**src/rtl/fcvt_s_w.sv**
```systemverilog
// Multi-cycle FCVT.S.W / FCVT.S.WU: 32-bit integer to IEEE-754 binary32.
// Define FCVT_FAST_NORM_EN for single-cycle normalisation (priority encoder + barrel shift).
module fcvt_s_w #(
  parameter int WIDTH = 32
) (
  input  logic             clk,
  input  logic             rst,
  input  logic             in_valid,
  output logic             in_ready,
  input  logic [WIDTH-1:0] a,
  input  logic             signed_op,
  input  logic [2:0]       rm,
  output logic             out_valid,
  input  logic             out_ready,
  output logic [WIDTH-1:0] out,
  output logic             exception
);

  localparam logic [1:0] S_IDLE  = 2'd0;
  localparam logic [1:0] S_NORM  = 2'd1;
  localparam logic [1:0] S_ROUND = 2'd2;
  localparam logic [1:0] S_DONE  = 2'd3;

  logic [1:0]       state_q, state_d;
  logic             sign_q, sign_d;
  logic [2:0]       rm_q, rm_d;
  logic [WIDTH-1:0] mag_q, mag_d;
  logic [7:0]       exp_q, exp_d;
  logic [WIDTH-1:0] out_q, out_d;
  logic             exc_q, exc_d;

  logic [22:0] mant;
  logic        lsb, guard, sticky, inc;
  logic [23:0] mant_sum;
  logic [7:0]  exp_rnd;

`ifdef FCVT_FAST_NORM_EN
  function automatic logic [4:0] lead_zeros(input logic [31:0] v);
    logic [4:0] n;
    n = 5'd0;
    // Highest set bit is visited last, so it wins.
    for (int i = 0; i < 32; i++) begin
      if (v[i]) n = 5'(31 - i);
    end
    return n;
  endfunction

  logic [4:0] lz;
  assign lz = lead_zeros(mag_q);
`endif

  assign mant   = mag_q[30:8];
  assign lsb    = mag_q[8];
  assign guard  = mag_q[7];
  assign sticky = |mag_q[6:0];

  always_comb begin
    unique case (rm_q)
      3'd1:    inc = 1'b0;                      // RTZ
      3'd2:    inc = sign_q & (guard | sticky);  // RDN
      3'd3:    inc = ~sign_q & (guard | sticky); // RUP
      3'd4:    inc = guard;                      // RMM
      default: inc = guard & (sticky | lsb);     // RNE, and 5-7
    endcase
  end

  // A mantissa carry leaves sum[22:0] all-zero, which is exactly the renormalised fraction.
  assign mant_sum = {1'b0, mant} + {23'd0, inc};
  assign exp_rnd  = exp_q + {7'd0, mant_sum[23]};

  always_comb begin
    // NOTE: every variable gets a default first so no path can infer a latch.
    state_d = state_q;
    sign_d  = sign_q;
    rm_d    = rm_q;
    mag_d   = mag_q;
    exp_d   = exp_q;
    out_d   = out_q;
    exc_d   = exc_q;
    unique case (state_q)
      S_IDLE: begin
        if (in_valid) begin
          sign_d = signed_op & a[31];
          mag_d  = sign_d ? (~a + 32'd1) : a;
          rm_d   = rm;
          exp_d  = 8'd158;
          if (mag_d == '0) begin
            out_d   = '0;
            exc_d   = 1'b0;
            state_d = S_DONE;
          end else begin
            state_d = S_NORM;
          end
        end
      end
      S_NORM: begin
`ifdef FCVT_FAST_NORM_EN
        mag_d   = mag_q << lz;
        exp_d   = exp_q - {3'd0, lz};
        state_d = S_ROUND;
`else
        if (mag_q[31]) begin
          state_d = S_ROUND;
        end else begin
          mag_d = mag_q << 1;
          exp_d = exp_q - 8'd1;
        end
`endif
      end
      S_ROUND: begin
        out_d   = {sign_q, exp_rnd, mant_sum[22:0]};
        exc_d   = guard | sticky;
        state_d = S_DONE;
      end
      default: begin
        if (out_ready) state_d = S_IDLE;
      end
    endcase
  end

  // NOTE: sequential state uses non-blocking assignments so all registers update together.
  always_ff @(posedge clk or posedge rst) begin
    if (rst) begin
      state_q <= S_IDLE;
      sign_q  <= 1'b0;
      rm_q    <= 3'd0;
      mag_q   <= '0;
      exp_q   <= 8'd0;
      out_q   <= '0;
      exc_q   <= 1'b0;
    end else begin
      state_q <= state_d;
      sign_q  <= sign_d;
      rm_q    <= rm_d;
      mag_q   <= mag_d;
      exp_q   <= exp_d;
      out_q   <= out_d;
      exc_q   <= exc_d;
    end
  end

  assign in_ready  = (state_q == S_IDLE);
  assign out_valid = (state_q == S_DONE);
  assign out       = out_q;
  assign exception = exc_q;

endmodule

```
**config.mk**
```make
export PLATFORM = sky130hd
export DESIGN_NAME = fcvt_s_w
export DESIGN_NICKNAME = d
export VERILOG_FILES = /design/src/rtl/fcvt_s_w.sv
export SDC_FILE = /design/constraint.sdc
export NUM_CORES = 1
export LEC_CHECK = 0
export ABC_AREA = 1
export BUFFER_PORTS_ARGS = -buffer_cell sky130_fd_sc_hd__buf_2
export CAP_MARGIN = 20
export CORE_ASPECT_RATIO = 1.25
export CORE_UTILIZATION = 59
export DETAILED_ROUTE_END_ITERATION = 10
export GPL_TIMING_DRIVEN = 0
export HOLD_SLACK_MARGIN = 0.12
export PLACE_DENSITY = 0.82
export SKIP_LAST_GASP = 1
export SLEW_MARGIN = 30
export SYNTH_ARGS = -nofsm -noshare
export SYNTH_HDL_FRONTEND = slang
export SYNTH_SLANG_ARGS = --single-unit
```
**constraint.sdc**
```tcl
create_clock -name clk -period 4.7 [get_ports clk]
set_clock_uncertainty 0.1 [all_clocks]
set_input_delay 0 -clock clk [delete_from_list [all_inputs] [get_ports clk]]
set_output_delay 0 -clock clk [all_outputs]
set_load 0.01 [all_outputs]
```
## Yosys cells after proc, flatten, opt, wreduce, memory -nomap -nowiden

Index checks and enable logic that the tools add are counted.

- Add/subtract/negate cells: 4
- Multipliers: 0
- Div/mod/pow operators: 0
- Order comparisons: 0
- Equal/unequal tests: 11
- Shift-type cells: 0
- Muxes and demuxes: 19
- Bitwise operators: 8
- Reduce and logical (&&, ||, !) cells: 11

Operator list:

| kind | number |
|---|---|
| $mux 32 | 5 |
| $pmux 32 s2 | 2 |
| $add 32x1->32 const B | 1 |
| $logic_not 32->1 | 1 |
| $not 32->32 | 1 |
| $add 23x1->24 | 1 |
| $mux 8 | 2 |
| $pmux 8 s2 | 1 |
| $reduce_and 3->1 | 3 |
| $add 8x1->8 | 1 |
| $mux 2 | 4 |
| $sub 8x1->8 const B | 1 |
| $reduce_or 7->1 | 1 |
| $eq 3x2->1 const B | 2 |
| $ne 2x2->1 const B | 3 |
| $pmux 2 s3 | 1 |
| $and 1x1->1 | 4 |
| $eq 2x2->1 const B | 2 |
| $pmux 1 s4 | 1 |
| $reduce_and 2->1 | 2 |
| $reduce_bool 2->1 | 2 |
| $reduce_bool 4->1 | 1 |
| $eq 3x1->1 const B | 1 |
| $eq 3x3->1 const B | 1 |
| other kinds (7) | 9 |

- Register bits: 79
- Latch bits: 0
- Bits in writable memories: 0
- Bits in read-only memories: 0
- Output and inout bits: 35
- Word-level logic and storage cells: 61
- Memories: 0

## Depth between registers and ports, before layout

- Word-level depth: 7
- Mapped depth: 25

## Worst setup path before layout

No wires, ideal clock.

- Path kind: register to register
- From: register rm_q[0]
- To: register out_q[30], in the netlist out[30]
- Setup time: 117 ps
- Arrival time: 3089 ps
- Slack: 1394 ps
- Stages on the path, launching flop included: 23
- Buffers on the path: 0
- Period minus slack after synthesis: 3306 ps
- Path through: dfrtp_1 -> o311ai_0 -> nand3_1 -> o41ai_1 -> ha_1 -> nand3_1 -> nor3_2 -> nand2_1 -> nor3_1 -> nand2_1 -> nor3_1 -> nand3_1 -> nor2_1 -> ha_1 -> nand2_1 -> nor2_1 -> inv_1 -> nor2_1 -> nand3_1 -> o21ai_0 -> a21oi_1 -> nand2_1 -> nand2_1

- Cells in the longest elaborated chain, start to end: 5
- Elaborated cells between the ends (all ways): 8
- Classes of those cells: add/sub (2); eq/ne (4); mux (2)

Ends and longest elaborated chain:

| item | RTL line | text |
|---|---|---|
| start: declaration | 26 | `logic [2:0] rm_q, rm_d;` |
| start signal: assignment | 134 | `rm_q <= rm_d;` |
| $eq 3x3->1, or another cell as far along | 58 | `unique case (rm_q)` |
| $pmux 1 s4 * | 58 |  |
| $add 23x1->24 * | 68 | `assign mant_sum = {1'b0, mant} + {23'd0, inc};` |
| $add 8x1->8 * | 69 | `assign exp_rnd = exp_q + {7'd0, mant_sum[23]};` |
| $pmux 32 s2 * | 80 | `unique case (state_q)` |
| end signal: assignment | 137 | `out_q <= out_d;` |
| end: declaration | 29 | `logic [WIDTH-1:0] out_q, out_d;` |

Every way passes the cells marked *; elsewhere a longest branch is shown, timed or not.
A chain may end at the register's enable or synchronous reset.

## Worst setup path after layout

- From: register mag_q[2]
- To: register out_q[30], in the netlist out[30]

- Cells in the longest elaborated chain, start to end: 7
- Elaborated cells between the ends (all ways): 10
- Classes of those cells: add/sub (2); mux (2); bitwise (5); reduce/logical (1)

Ends and longest elaborated chain:

| item | RTL line | text |
|---|---|---|
| start: declaration | 27 | `logic [WIDTH-1:0] mag_q, mag_d;` |
| start signal: assignment | 135 | `mag_q <= mag_d;` |
| $reduce_or 7->1 * | 55 | `assign sticky = \|mag_q[6:0];` |
| $or 1x1->1, on equally long branches | 63, 60, 61 |  |
| $and 1x1->1, on equally long branches | 63, 60, 61 |  |
| $pmux 1 s4 * | 58 |  |
| $add 23x1->24 * | 68 |  |
| $add 8x1->8 * | 69 |  |
| $pmux 32 s2 * | 80 |  |

Marked as above.

==> impl_results.md <==
- Yosys top cell area share: 36.3%
- Slew of the pin with the lowest slew margin: 0.572 ns
- Clock latency on the worst-skew pair: 0.36 ns
- Fraction of layout cells with a size suffix above 1: 12.3%
- Slew Viols, Final: 0
- ANT cells: 0
- RSZ-0062 raised after global routing: false
- Number of remaining DRC errors: 0
- Cell internal pwr: 1.93 mW
- Setup Fix Bufs, Post-CTS: 0
- Distinct cells, synth: 40
- Post-route antenna net violation count: 0
- Synthesized area per cell: 6.57 µm²
- Ys async rst share: 100%
- Fin crit period: ~4.2 ns
- Peak supply drop: around 0.27 mV
- Worst Setup End Kind: register
- Final Non-Filler Cells: approximately 1.1k
- Area Overhead vs Synth: 21.8%
- Syn Nets: 879
- Cells after synthesis: 828
- CP max FO: 6
- Num Clock Sinks: 79
- Nets: 1006
- DRT iter0 DRCs: 600
- Setup TNS: 0 ns
- Dpl cells: 1023
- Data arrival, critical path: around 4.4 ns
- Switching pwr: 1.66 mW
- Post-Syn Area: 5440 µm²
- Total track usage: 36.0%
- Row cnt: 38
- Initial antenna violation count: 0
- Switching Share: 46.2%
- WL final: 16400 µm
- Setup-failing EPs final: 0
- Die H: between 100 and 150 µm
- Yosys warning total: 0
- CTS H-tree depth: 3
- Yosys reg bits: 79
- Post-synth top flop: dfrtp_1
- Post-DP HPWL: approximately 12000 µm
- Register Area: between 1500 and 2000 µm²
- Min-delay worst type: primary input to asynchronous set/reset pin
- Starting Density: slightly above 60%
- Area contributors post-synth: dfrtp_1 (36%), nand2_1 (19%), nor2_1 (7.2%), nand3_1 (6.3%), inv_1 (6.1%)
- Wire length per cell: 15.2 µm
- PortBufs: 74
- WS Path Type: register to register
- Status: complete, no violations
- Clock buffer count from CTS: 9
- Number of fill cells in the layout: 706
- Via density: approximately 5.6
- Cell taking the most area after synthesis: dfrtp_1
- Fin. Hold Viols: 0
- Clk pin slew, worst setup/hold paths: 0.08 ns
- Startpoint Class: register
- Multi-input gate area: 2990 µm²
- Maxcap violations: 0
- Vias: 6044
- Leak pwr: 3.55 nW
- IO Count: 75
- First-pass GRT wire length: 26500 µm
- First-pass iteration count of the detailed router: 5
- Core area: around 8800 µm²
- Sequential share of power: 34.2%
- Relative slew slack: 61.9%
- Die area: 9610 µm²
- Root buf cell: clkbuf_8
- Crit share post-route: 90.0%
- Global placer's final weighted congestion: 0.980
- Critical Path RT: around 4.9 ns
- Fmax achieved: around 240 MHz
- Vias in the first global route: between 5k and 6k
- Cells on worst reg2reg path: 25
- CTS tree: done
- Bufs on Longest Clock Path: 2
- Util after Layout: roughly three quarters
- Clock Power Share: 15.9%
- Die X: approximately 90 µm
- Largest net degree at the start of global routing: just over 40
- Seq/Total Area, Yosys: a little over a third
- Cell Pwr Density: 542 nW/µm²
- Comb pwr share: 49.9%
- Congestion Overflow GR: 0
- Post-synth EDFFs: 0
==> metrics by stage <==
step / cell area (µm²) / total power [mW] / setup slack (ns) / hold WS (ns)
final: 6630 / 3.59 / 0.471 / 0.121
after global routing: 6630 / 3.86 / 0.127 / 0.137
after CTS: 6620 / 3.54 / 0.393 / 0.126
after detailed placement: 5980 / 2.93 / 0.410 / -0.0291
after global placement: 5960 / 2.85 / 0.545 / 0.0957
after floorplan: 5440 / 2.36 / 1.39 / 0.00962
==> critical path: stages (launching register included) <==
cell and delay, ns:
dfrtp_1 0.38, inv_1 0.07, nand4_1 0.09, nor4_1 0.07, nand2_1 0.06, inv_1 0.07
o41ai_2 0.35, ha_1 0.27, nand3_1 0.14, nor3_2 0.32, nand2_1 0.13, nor3_1 0.23
nand2_1 0.11, nor3_1 0.19, nand3_1 0.13, nor2_1 0.16, ha_1 0.19, nand2_1 0.06
nor2_1 0.17, inv_1 0.08, nor2_1 0.18, nand3_1 0.16, o21ai_0 0.23, a21oi_1 0.07
nand2_1 0.07, nand2_1 0.04
==> synthesized netlist by cell type (2+ instances only) <==
| master | n |
|---|---|
| ha_1 | 11 |
| nand2_1 | 272 |
| nand2_4 | 3 |
| nor2_4 | 2 |
| o21ai_1 | 3 |
| nor2_2 | 5 |
| o21ai_0 | 36 |
| a211oi_1 | 2 |
| dfrtp_1 | 79 |
| a21oi_1 | 46 |
| buf_2 | 5 |
| xnor2_1 | 4 |
| buf_6 | 3 |
| xor2_1 | 5 |
| a22oi_1 | 26 |
| inv_1 | 89 |
| inv_2 | 2 |
| nor3_1 | 12 |
| nand3_1 | 69 |
| nor2_1 | 105 |
| nand4_1 | 7 |
| nor4_1 | 3 |
| nand3b_1 | 4 |
| clkbuf_1 | 17 |
| nand2_2 | 3 |
==> layout by cell type (no fill, tap or decap), drive strengths merged <==
cell type and count:
o221ai 1, o21bai 1, o21ai 39, bufinv 2
dfrtp 79, a2bb2oi 1, nor2 112, clkbuf 30
nand3 69, nor3b 1, inv 92, o211ai 1
a22oi 26, a32oi 1, xnor2 4, nand4 8
nand3b 4, buf 85, ha 11, nand2 278
xor2 5, dlygate4sd3 41, o41ai 1, clkinv 1
a211oi 2, o311ai 1, o22ai 1, a21oi 46
nor3 13, nor4 3, o21a 1
==> final cells by class <==
cell class / instances / share of cell area, %
sequential: 79 / 29.8
multi-input combinational: 630 / 45.1
timing repair buffer: 116 / 12.1
clock buffer: 13 / 2.40
buffer: 27 / 2.02
inverter: 92 / 5.29
clock inverter: 3 / 0.982
tap: 120 / 2.27
==> cells by family (layout without fill, tap and decap cells) <==
logic type	count (synthesis)	in the layout	synth area share (%)
adder cells (fa/ha/maj)	11	11	2.53
AO/OA/AOI/OAI	122	122	13.0
XOR/XNOR	9	9	1.45
buffers and inverters	119	251	8.85
flip-flops	79	79	36.3
AND/OR/NAND/NOR	488	488	37.8
==> layer usage <==
layer	wire, µm	up-vias	part of all wire, %	GRT usage [%]
met1	6390	2757	39	41.7
met3	976	58	6.0	6.61
met2	8280	299	51	62.3
li1	-	2930	-	-
met4	744	0	4.5	19.7
met5	0	-	0	0
==> worst paths after layout <==
path	start	slack, ns	end
max	mag_q[2]	0.47	out[30]
min	rst	0.12	out[19]
max reg2reg	mag_q[2]	0.47	out[30]
min reg2reg	out[14]	0.40	out[14]
max in group asynchronous	rst	3.81	exp_q[3]
min in group clk	a[22]	0.14	mag_q[22]
==> state kept, by name, summed over array words and instances, names as in the netlist <==
register / flops
exp_q: 8
exception: 1
out: 32
state_q: 2
mag_q: 32
sign_q: 1
rm_q: 3
==> timing repair <==
item | CTS | global route
endpoints found under the setup margin | 0 | 1
hold buffers | 41 | 0
resized for setup | 0 | 1
hold endpoints to repair | 117 | 0
==> power by group through the flow <==
stage | Sequential [mW] | Clock, mW | Combinational (mW)
floorplan | 1.22 | 0 | 1.14
CTS | 1.22 | 0.574 | 1.75
detailed placement | 1.23 | 0 | 1.70
finish | 1.23 | 0.573 | 1.79
global placement | 1.21 | 0 | 1.64
global route | 1.26 | 0.609 | 1.99
(Power assumes the default switching activity.)
